File: src/rtl/uart_frame_pkg.sv
// uart_frame_pkg: shared states, default framing constants and payload byte slicing helper
package uart_frame_pkg;
  typedef enum logic [1:0] {IDLE, GOT_HEAD, PAYLOAD, CHECK} state_t;
  localparam logic [7:0] DEF_HEAD = 8'hAA;
  localparam logic [7:0] DEF_ID = 8'h02;
  localparam logic [7:0] DEF_CHK_INIT = 8'hFF;
  function automatic int byte_lsb(input int k);
    return 8 * k;
  endfunction
endpackage

File: src/rtl/uart_gap_timer.sv
// uart_gap_timer: counts idle clocks between kicks and pulses expire after TIMEOUT_CYC silent cycles
module uart_gap_timer #(
  parameter int TIMEOUT_CYC = 50000
) (
  input  logic clk50M,
  input  logic rst,
  input  logic enable,
  input  logic kick,
  output logic expire
);
  localparam int W = $clog2(TIMEOUT_CYC + 1);
  logic [W-1:0] cnt;
  assign expire = enable && !kick && (cnt == W'(TIMEOUT_CYC - 1));
  always_ff @(posedge clk50M) begin
    if (rst || !enable || kick || expire) cnt <= '0;
    else cnt <= cnt + W'(1);
  end
endmodule

File: src/rtl/uart_frame_parser.sv
// uart_frame_parser: validates HEAD/ID/payload/XOR-check frames from uart_rx and publishes the payload
import uart_frame_pkg::*;
module uart_frame_parser #(
  parameter logic [7:0] HEAD_BYTE = DEF_HEAD,
  parameter logic [7:0] ID_BYTE = DEF_ID,
  parameter int PAYLOAD_BYTES = 19,
  parameter logic [7:0] CHK_INIT = DEF_CHK_INIT,
  parameter int TIMEOUT_CYC = 50000,
  parameter int CNT_W = 16
) (
  input  logic                       clk50M,
  input  logic                       rst,
  input  logic [7:0]                 rx_data,
  input  logic                       flag_in,
  output logic [8*PAYLOAD_BYTES-1:0] payload,
  output logic [7:0]                 frame_id,
  output logic                       flag_out,
  output logic                       err_chk,
  output logic                       err_id,
  output logic                       err_timeout,
  output logic [CNT_W-1:0]           good_cnt,
  output logic [CNT_W-1:0]           bad_cnt,
  output logic                       busy
);
  localparam int IDX_W = PAYLOAD_BYTES > 1 ? $clog2(PAYLOAD_BYTES) : 1;
  localparam logic [IDX_W-1:0] LAST = IDX_W'(PAYLOAD_BYTES - 1);
  state_t state;
  logic [7:0] chk;
  logic [IDX_W-1:0] idx;
  logic [8*PAYLOAD_BYTES-1:0] shadow;
  logic expire;
  assign busy = state != IDLE;
  uart_gap_timer #(.TIMEOUT_CYC(TIMEOUT_CYC)) u_gap (
    .clk50M(clk50M),
    .rst(rst),
    .enable(busy),
    .kick(flag_in),
    .expire(expire)
  );
  // expire is never asserted together with flag_in, so the byte always wins the race
  always_ff @(posedge clk50M) begin
    if (rst) begin
      state <= IDLE;
      chk <= CHK_INIT;
      idx <= '0;
      shadow <= '0;
      payload <= '0;
      frame_id <= '0;
      flag_out <= 1'b0;
      err_chk <= 1'b0;
      err_id <= 1'b0;
      err_timeout <= 1'b0;
      good_cnt <= '0;
      bad_cnt <= '0;
    end else begin
      flag_out <= 1'b0;
      err_chk <= 1'b0;
      err_id <= 1'b0;
      err_timeout <= 1'b0;
      if (expire) begin
        err_timeout <= 1'b1;
        state <= IDLE;
        if (~&bad_cnt) bad_cnt <= bad_cnt + CNT_W'(1);
      end else if (flag_in) begin
        case (state)
          IDLE: begin
            if (rx_data == HEAD_BYTE) begin
              state <= GOT_HEAD;
              chk <= CHK_INIT;
            end
          end
          GOT_HEAD: begin
            if (rx_data == ID_BYTE) begin
              state <= PAYLOAD;
              chk <= CHK_INIT ^ rx_data;
              idx <= '0;
            end else begin
              err_id <= 1'b1;
              if (~&bad_cnt) bad_cnt <= bad_cnt + CNT_W'(1);
              state <= (rx_data == HEAD_BYTE) ? GOT_HEAD : IDLE;
            end
          end
          PAYLOAD: begin
            shadow[byte_lsb(int'(idx)) +: 8] <= rx_data;
            chk <= chk ^ rx_data;
            idx <= idx + IDX_W'(1);
            if (idx == LAST) state <= CHECK;
          end
          CHECK: begin
            if (rx_data == chk) begin
              payload <= shadow;
              frame_id <= ID_BYTE;
              flag_out <= 1'b1;
              if (~&good_cnt) good_cnt <= good_cnt + CNT_W'(1);
            end else begin
              err_chk <= 1'b1;
              if (~&bad_cnt) bad_cnt <= bad_cnt + CNT_W'(1);
            end
            state <= IDLE;
          end
          default: state <= IDLE;
        endcase
      end
    end
  end
endmodule

File: config.mk
export PLATFORM = sky130hd
export DESIGN_NAME = uart_frame_parser
export DESIGN_NICKNAME = d
export VERILOG_FILES = /design/src/rtl/uart_frame_pkg.sv /design/src/rtl/uart_gap_timer.sv /design/src/rtl/uart_frame_parser.sv
export SDC_FILE = /design/constraint.sdc
export NUM_CORES = 1
export LEC_CHECK = 0
export BUFFER_PORTS_ARGS = -buffer_cell sky130_fd_sc_hd__buf_2
export CAP_MARGIN = 20
export CORE_AREA = 5 5 165 167
export CTS_CLUSTER_SIZE = 12
export DETAILED_ROUTE_END_ITERATION = 16
export DIE_AREA = 0 0 170 172
export GPL_TIMING_DRIVEN = 0
export PLACE_DENSITY_LB_ADDON = 0.05
export SKIP_CTS_REPAIR_TIMING = 1
export SYNTH_ARGS = -nofsm -noshare
export SYNTH_HDL_FRONTEND = slang
export SYNTH_SLANG_ARGS = --single-unit
File: constraint.sdc
create_clock -name clk50M -period 3.6 [get_ports clk50M]
set_input_delay 0.54 -clock clk50M [delete_from_list [all_inputs] [get_ports clk50M]]
set_output_delay 0.54 -clock clk50M [all_outputs]
set_load 0.005 [all_outputs]
==> results of run 1 <==
cells in the mapped netlist, drive strengths merged (4+ instances only):
master | number | area [µm²]
nor4 | 12 | 87.58
o221ai | 4 | 35.03
and4 | 6 | 52.55
or4 | 5 | 45.04
inv | 13 | 48.80
mux2i | 11 | 110.1
nor2 | 89 | 336.6
and2 | 5 | 31.28
and3 | 10 | 62.56
ha | 11 | 137.6
clkbuf | 82 | 309.0
nor3 | 30 | 150.1
nand2 | 499 | 1873
o21bai | 4 | 30.03
buf | 17 | 103.8
xnor2 | 21 | 183.9
nor2b | 11 | 68.82
nand3 | 27 | 135.1
xor2 | 19 | 166.4
dfxtp | 372 | 7447
or3 | 15 | 93.84
o21ai | 140 | 700.7
nand2b | 7 | 43.79
mux2 | 8 | 90.09
nand4 | 21 | 131.4
a21oi | 203 | 1016
sequential cells by signal, summed over array words and instances (netlist names), 5 cells and up, named ones only:
| name | count |
|---|---|
| payload | 152 |
| shadow | 152 |
| bad_cnt | 16 |
| good_cnt | 16 |
| u_gap.cnt | 16 |
| chk | 8 |
| idx | 5 |
placed cells by master, fill, tap and decap left out, types with 3 or more instances in the layout:
| cell type | n |
|---|---|
| a21oi_1 | 203 |
| a31oi_1 | 3 |
| and2_1 | 5 |
| and3_1 | 10 |
| and4_1 | 6 |
| buf_1 | 4 |
| buf_2 | 204 |
| buf_4 | 7 |
| clkbuf_1 | 95 |
| clkbuf_16 | 39 |
| clkbuf_8 | 5 |
| clkinv_2 | 4 |
| conb_1 | 7 |
| dfxtp_1 | 372 |
| ha_1 | 11 |
| inv_1 | 13 |
| mux2_2 | 8 |
| mux2i_1 | 11 |
| nand2_1 | 499 |
| nand2b_1 | 7 |
| nand3_1 | 27 |
| nand4_1 | 21 |
| nor2_1 | 88 |
| nor2b_1 | 11 |
| nor3_1 | 29 |
| nor4_1 | 10 |
| o21ai_0 | 138 |
| o21bai_1 | 4 |
| o221ai_1 | 4 |
| o31ai_1 | 3 |
| or2_2 | 3 |
| or3_1 | 15 |
| or4_1 | 3 |
| xnor2_1 | 21 |
| xor2_1 | 19 |
area by class of cell:
cell class / instances / area, µm² / share of cell area
Timing Repair Buffer: 199 / 996.0 / 0.06099
Inverter: 13 / 48.80 / 0.002988
Buffer: 99 / 412.9 / 0.02528
Tap cell: 335 / 419.2 / 0.02567
Sequential cell: 372 / 7447 / 0.4560
Clock buffer: 58 / 1097 / 0.06719
Multi-Input combinational cell: 1193 / 5881 / 0.3601
Clock inverter: 5 / 28.78 / 0.001762
worst max-delay path: cells and delay by family (launching register included):
kind | cells | cell delay, ps
flip-flops | 1 | 410
adder cells (fa/ha/maj) | 2 | 710
buffers and inverters | 1 | 130
AND/OR/NAND/NOR | 4 | 1190
AO/OA/AOI/OAI | 3 | 750
logic make-up (layout without fill, tap and decap cells):
family,after synthesis,in the layout,synth area share
AOI/OAI and AO/OA,366,366,0.1403
xor gates and xnor gates,40,40,0.02546
adders and majority gates,11,11,0.01000
buffers and inverters,112,374,0.03355
DFF,372,372,0.5411
muxes,19,19,0.01455
other,1,7,0.0002725
and+or+nand+nor,750,750,0.2347
power groups by stage:
| stage | Combinational [mW] | Sequential [mW] | Clock (mW) |
|---|---|---|---|
| 4_1_cts | 0.135 | 4.12 | 3.69 |
| 2_1_floorplan | 0.0776 | 4.21 | 0 |
| 5_1_grt | 0.149 | 4.12 | 3.87 |
| 3_5_place_dp | 0.135 | 4.21 | 0 |
| 6_report | 0.138 | 4.12 | 3.64 |
| 3_3_place_gp | 0.134 | 4.21 | 0 |
metal layers:
| metal | GRT usage | wire, µm | part of all wire | vias to the layer above |
|---|---|---|---|---|
| met5 | 0 | 0 | 0 | - |
| met4 | 0.08090 | 1128 | 0.030 | 0 |
| met3 | 0.04641 | 2391 | 0.063 | 87 |
| met2 | 0.4260 | 17850 | 0.47 | 345 |
| met1 | 0.3282 | 16510 | 0.44 | 5752 |
| li1 | - | - | - | 6078 |
worst min path at each step:
stage | from | to | slack [ps] | cells after the start
final | flag_in | err_id$_SDFF_PP0_ | 330 | 3
after global routing | flag_in | err_id$_SDFF_PP0_ | 340 | 3
after CTS | flag_in | err_id$_SDFF_PP0_ | 320 | 3
after detailed placement | u_gap.cnt[0]$_SDFF_PP0_ | u_gap.cnt[0]$_SDFF_PP0_ | 440 | 1
after global placement | u_gap.cnt[0]$_SDFF_PP0_ | u_gap.cnt[0]$_SDFF_PP0_ | 430 | 1
after floorplan | u_gap.cnt[0]$_SDFF_PP0_ | u_gap.cnt[0]$_SDFF_PP0_ | 420 | 1
==> impl_metrics.ini, run 1 <==
[worst_setup_path]
worstSetupEndpointType = flop
crit_chain = inv_1 > ha_1 > and2_1 > ha_1 > and3_1 > o21ai_1 > nor4_2 > a31oi_1 > nand2_1 > o21ai_0
startpoint = idx[0]$_SDFFE_PP0P_
r2r-end = shadow[107]$_SDFFE_PP0P_
ff2ff_setup_slack_ps = 260
criticalPathCategory = reg2reg
r2r_start = idx[0]$_SDFFE_PP0P_
r2r_cells = 10
crit_top_cell = ha_1
start_kind = flop
critPathArrivalTime_ps = 3700
crit_required_ps = 3970
max_stage_delay_ps = 620
crit_path_top_delay_cell = nor4_2
cp_max_fo = 8
worstSetupEndpoint = shadow[107]$_SDFFE_PP0P_

[finish]
num-fill-cells = 2302
area_delta_synth_final_pct = 18.67
final_nets = 1939
post-route-cell-area_um2 = 16330
antenna_cells = 0
drive_above_1_share = 0.1465
post_layout_nonfiller_instances = 2274
final_util = 0.6375

[placement]
place_ws_ps = 351.0
placedCellCount = 2211
dpl.hpwl_mm = 26.62
place_area_um2 = 15200
gp_congestion = 0.9060
portBuffers = 199

[global_route]
grt_usage = 0.2516
grt_start_max_net_pins = 13
grt_overflow = 0
antenna_found_initial = 0
grt_pass1_vias = 11560
grt_pass1_wl_mm = 59.98

[synth]
synth_cells = 1671
synthFlopType = dfxtp_1
synth-edff-count = 0
postSynth.asyncResetShare = 0
ys_ff_latch = 372
synth.distinct_cells = 52
syn_area_um2 = 13760
yosysSeqAreaShare = 0.5411
avgSynthCellArea_um2 = 8.236
yosys_warnings = 0

[drt]
first_iter_violations = 787
routed_wl_mm = 37.87
ant_nets = 0
vias_per_cell = 5.392
firstDrtPassIters = 5
drcViolationCount = 0
via_count = 12260
wire_per_inst_um = 16.66

[sta]
rsz0062_at_grt = false
setup_tns_ps = 0
fin_worst_skew_ps = 15.28
drv_slew = 0
finalCritPeriodShare = 0.9266
maxSlewHeadroom = 0.3673
setup_ws_ps = 264.1
setup_viol = 0
finalHoldViolCount = 0
worst_pin_slew_ps = 949.1
max_freq_ghz = 0.2998
hold_slack_ps = 332.0
period_minus_slack_ps = 3336

[power]
p_sw_frac = 0.2102
power.switching_mw = 1.660
combinationalPowerShare = 0.017
power_density_nw_per_um2 = 483.5
power_mw = 7.897
internal-power_mw = 6.237
pwr-share-seq = 0.521
p_leak_nw = 6.143
vdd_ir_drop_max_uv = 403.1
p_clk_frac = 0.461

[clock_tree]
cts_tree = yes
cts-root-buf = clkbuf_16
clkLatencyLatePin_ps = 520
path_clk_slew_ps = 60
ctsHtreeMaxLevel = 2
clk_path_buf_depth = 3
cts_made_buffers = 39
clkSinkCount = 372

[hold_path]
hp-class = in2reg

[floorplanning]
start_util = 0.5372
die-area_um2 = 29240
ios = 208
rows = 59
die_h_um = 172
core-area_um2 = 25620
die_width_um = 170

[run_status]
status = completed

[flow_run]
maxCapViolCount = 0
Power figures use the tool's default switching activity.
==> run 2: changes to the inputs <==
--- a/config.mk
+++ b/config.mk
@@ -8,8 +8,8 @@
 export BUFFER_PORTS_ARGS = -buffer_cell sky130_fd_sc_hd__buf_2
 export CAP_MARGIN = 20
-export CORE_AREA = 5 5 165 167
+export CORE_AREA = 5 5 171 173
 export CTS_CLUSTER_SIZE = 12
 export DETAILED_ROUTE_END_ITERATION = 16
-export DIE_AREA = 0 0 170 172
+export DIE_AREA = 0 0 176 178
 export GPL_TIMING_DRIVEN = 0
 export PLACE_DENSITY_LB_ADDON = 0.05
@@ -17,3 +17,4 @@
 export SYNTH_ARGS = -nofsm -noshare
 export SYNTH_HDL_FRONTEND = slang
+export SYNTH_HIERARCHICAL = 1
 export SYNTH_SLANG_ARGS = --single-unit
==> constraint.sdc (replaced) <==
create_clock -name clk50M -period 3.6 [get_ports clk50M]
set_input_delay 0.54 -clock clk50M [delete_from_list [all_inputs] [get_ports clk50M]]
set_output_delay 0.54 -clock clk50M [all_outputs]
set_load 0.01 [all_outputs]
==> impl_metrics.ini, run 2 <==
[global_route]
grt_pass1_vias = 12400
antenna_found_initial = 1
grt_overflow = 0
grt_usage = 0.2716
grt_start_max_net_pins = 13
grt_pass1_wl_mm = 67.89

[flow_run]
maxCapViolCount = 0

[synth]
synth_top_area_frac = 0.4995
synthFlopType = dfxtp_1
syn_area_um2 = 14910
synth.distinct_cells = 63
ys_ff_latch = 372
synth_top_cell_by_area = dfxtp_1
synth_cells = 1750
synth-edff-count = 0
yosys_warnings = 6
postSynth.asyncResetShare = 0
synthTopCellsByCount = dfxtp_1, nand2_1, a21oi_1
avgSynthCellArea_um2 = 8.519
synth_most_common_cell = dfxtp_1
synthTopCellsByArea = dfxtp_1, nand2_1, mux2i_1, a21oi_1, nor2_1
yosysSeqAreaShare = 0.4995

[worst_setup_path]
crit_required_ps = 4040
r2r_start = idx[0]$_SDFFE_PP0P_
cp_max_fo = 10
r2r-end = shadow[147]$_SDFFE_PP0P_
start_kind = flop
critPathArrivalTime_ps = 3900
r2r_cells = 13
ff2ff_setup_slack_ps = 140
worstSetupEndpointType = flop
criticalPathCategory = reg2reg

[hold_path]
whs_path_depth = 2
hp-class = in2reg
min_from = rst
holdPathEnd = u_gap/cnt[2]$_SDFF_PP0_

[drt]
ant_nets = 0
via_count = 13220
routed_wl_mm = 43.69
vias_per_cell = 5.589
wire_per_inst_um = 18.47
drcViolationCount = 0
first_iter_violations = 1063
firstDrtPassIters = 5

[sta]
finalHoldViolCount = 0
period_minus_slack_ps = 3457
maxSlewHeadroom = 0.3025
fin_worst_skew_ps = 22.84
finalCritPeriodShare = 0.9603
max_freq_ghz = 0.2893
setup_viol = 0
drv_slew = 0
worst_pin_slew_ps = 1046

[floorplanning]
die_width_um = 176
ios = 208
start_util = 0.5426
die_h_um = 178
die-area_um2 = 31330
rows = 61
core-area_um2 = 27480

[placement]
place_area_um2 = 16350
dpl.hpwl_mm = 31.32
gp_congestion = 0.9501
portBuffers = 198

[clock_tree]
clkSinkCount = 372
clkLatencyLatePin_ps = 530
cts_tree = yes
ctsHtreeMaxLevel = 2
cts-root-buf = clkbuf_16
path_clk_slew_ps = 60
cts_made_buffers = 39
clk_path_buf_depth = 3

[power]
p_leak_nw = 6.644
power.switching_mw = 1.703
combinationalPowerShare = 0.018
internal-power_mw = 6.366
p_clk_frac = 0.472
power_mw = 8.069
vdd_ir_drop_max_uv = 424.4
pwr-share-seq = 0.510
power_density_nw_per_um2 = 457.8
p_sw_frac = 0.2111

[finish]
area_delta_synth_final_pct = 18.22
final_nets = 2022
final_util = 0.6414
layout_commonest_cell = dfxtp_1
top_regs = payload: 152 flops, shadow: 152 flops
mostFrequentLayoutCells = dfxtp_1, nand2_1, buf_2
post-route-cell-area_um2 = 17620
drive_above_1_share = 0.1710

[run_status]
status = completed
## run 2: kinds of logic (layout without fill, tap and decap cells)
family,after synthesis,in the layout,synth area share
adder cells (fa/ha/maj),12,12,0.01007
multiplexers,115,115,0.07805
XOR/XNOR,24,24,0.01410
AO/OA/AOI/OAI,297,297,0.1098
AND/OR/NAND/NOR,786,786,0.2462
buffers and inverters,143,405,0.04196
flip-flops,372,372,0.4995
other,1,8,0.0002515
## run 2: final cells by class
| class | count | area, µm² |
|---|---|---|
| inverters | 10 | 37.54 |
| diodes | 1 | 2.502 |
| flip-flops and latches | 372 | 7448 |
| repair buffers | 203 | 1028 |
| plain buffers | 132 | 608.1 |
| clock buffers | 56 | 1121 |
| multi-input cells | 1241 | 6885 |
| well taps | 346 | 432.9 |
| clock inverters | 4 | 60.06 |
| fillers | 2495 | 9852 |
## run 2: worst max-delay path by stage
stage                                        from                        end  depth (start not counted)
after floorplan               idx[0]$_SDFFE_PP0P_   shadow[147]$_SDFFE_PP0P_                         13
final                         idx[0]$_SDFFE_PP0P_   shadow[147]$_SDFFE_PP0P_                         13
after global routing          idx[0]$_SDFFE_PP0P_   shadow[116]$_SDFFE_PP0P_                         12
after CTS                 u_gap/cnt[0]$_SDFF_PP0_  payload[124]$_SDFFE_PP0P_                         11
after global placement    u_gap/cnt[0]$_SDFF_PP0_  payload[124]$_SDFFE_PP0P_                         11
after detailed placement  u_gap/cnt[0]$_SDFF_PP0_  payload[124]$_SDFFE_PP0P_                         11
## run 2: through the flow
stage	TNS, ps	std cells	setup WS, ps	hold slack [ps]
floorplan	0	1756	333.6	432.1
global placement	-85000	2300	-721.6	438.1
detailed placement	-82330	2300	-721.5	439.7
CTS	-85740	2360	-743.6	212.1
global route	-13.76	2365	-6.210	225.3
finish	0	2365	142.9	220.5
## run 2: layer usage
layer	track usage	part of all wire	vias up
met4	0.08090	0.029	0
li1	-	-	6421
met3	0.05066	0.078	90
met1	0.3751	0.45	6204
met5	0	0	-
met2	0.4370	0.45	504
## run 2: critical path: stages (launching register included)
cell,delay [ps]
dfxtp_2,380
clkbuf_4,220
inv_1,130
ha_1,210
buf_4,160
nor3b_1,140
ha_1,210
nor4bb_1,260
buf_4,190
o2111ai_2,200
or3_1,400
buf_2,220
or3b_2,480
a21oi_1,170
## run 2: power by group through the flow
stage                     logic, mW  registers [mW]  clock network (mW)
after CTS                     0.143            4.12                3.85
final                         0.146            4.12                3.81
after detailed placement      0.143            4.21                   0
after global routing          0.158            4.11                4.04
after floorplan              0.0825            4.21                   0
after global placement        0.142            4.21                   0
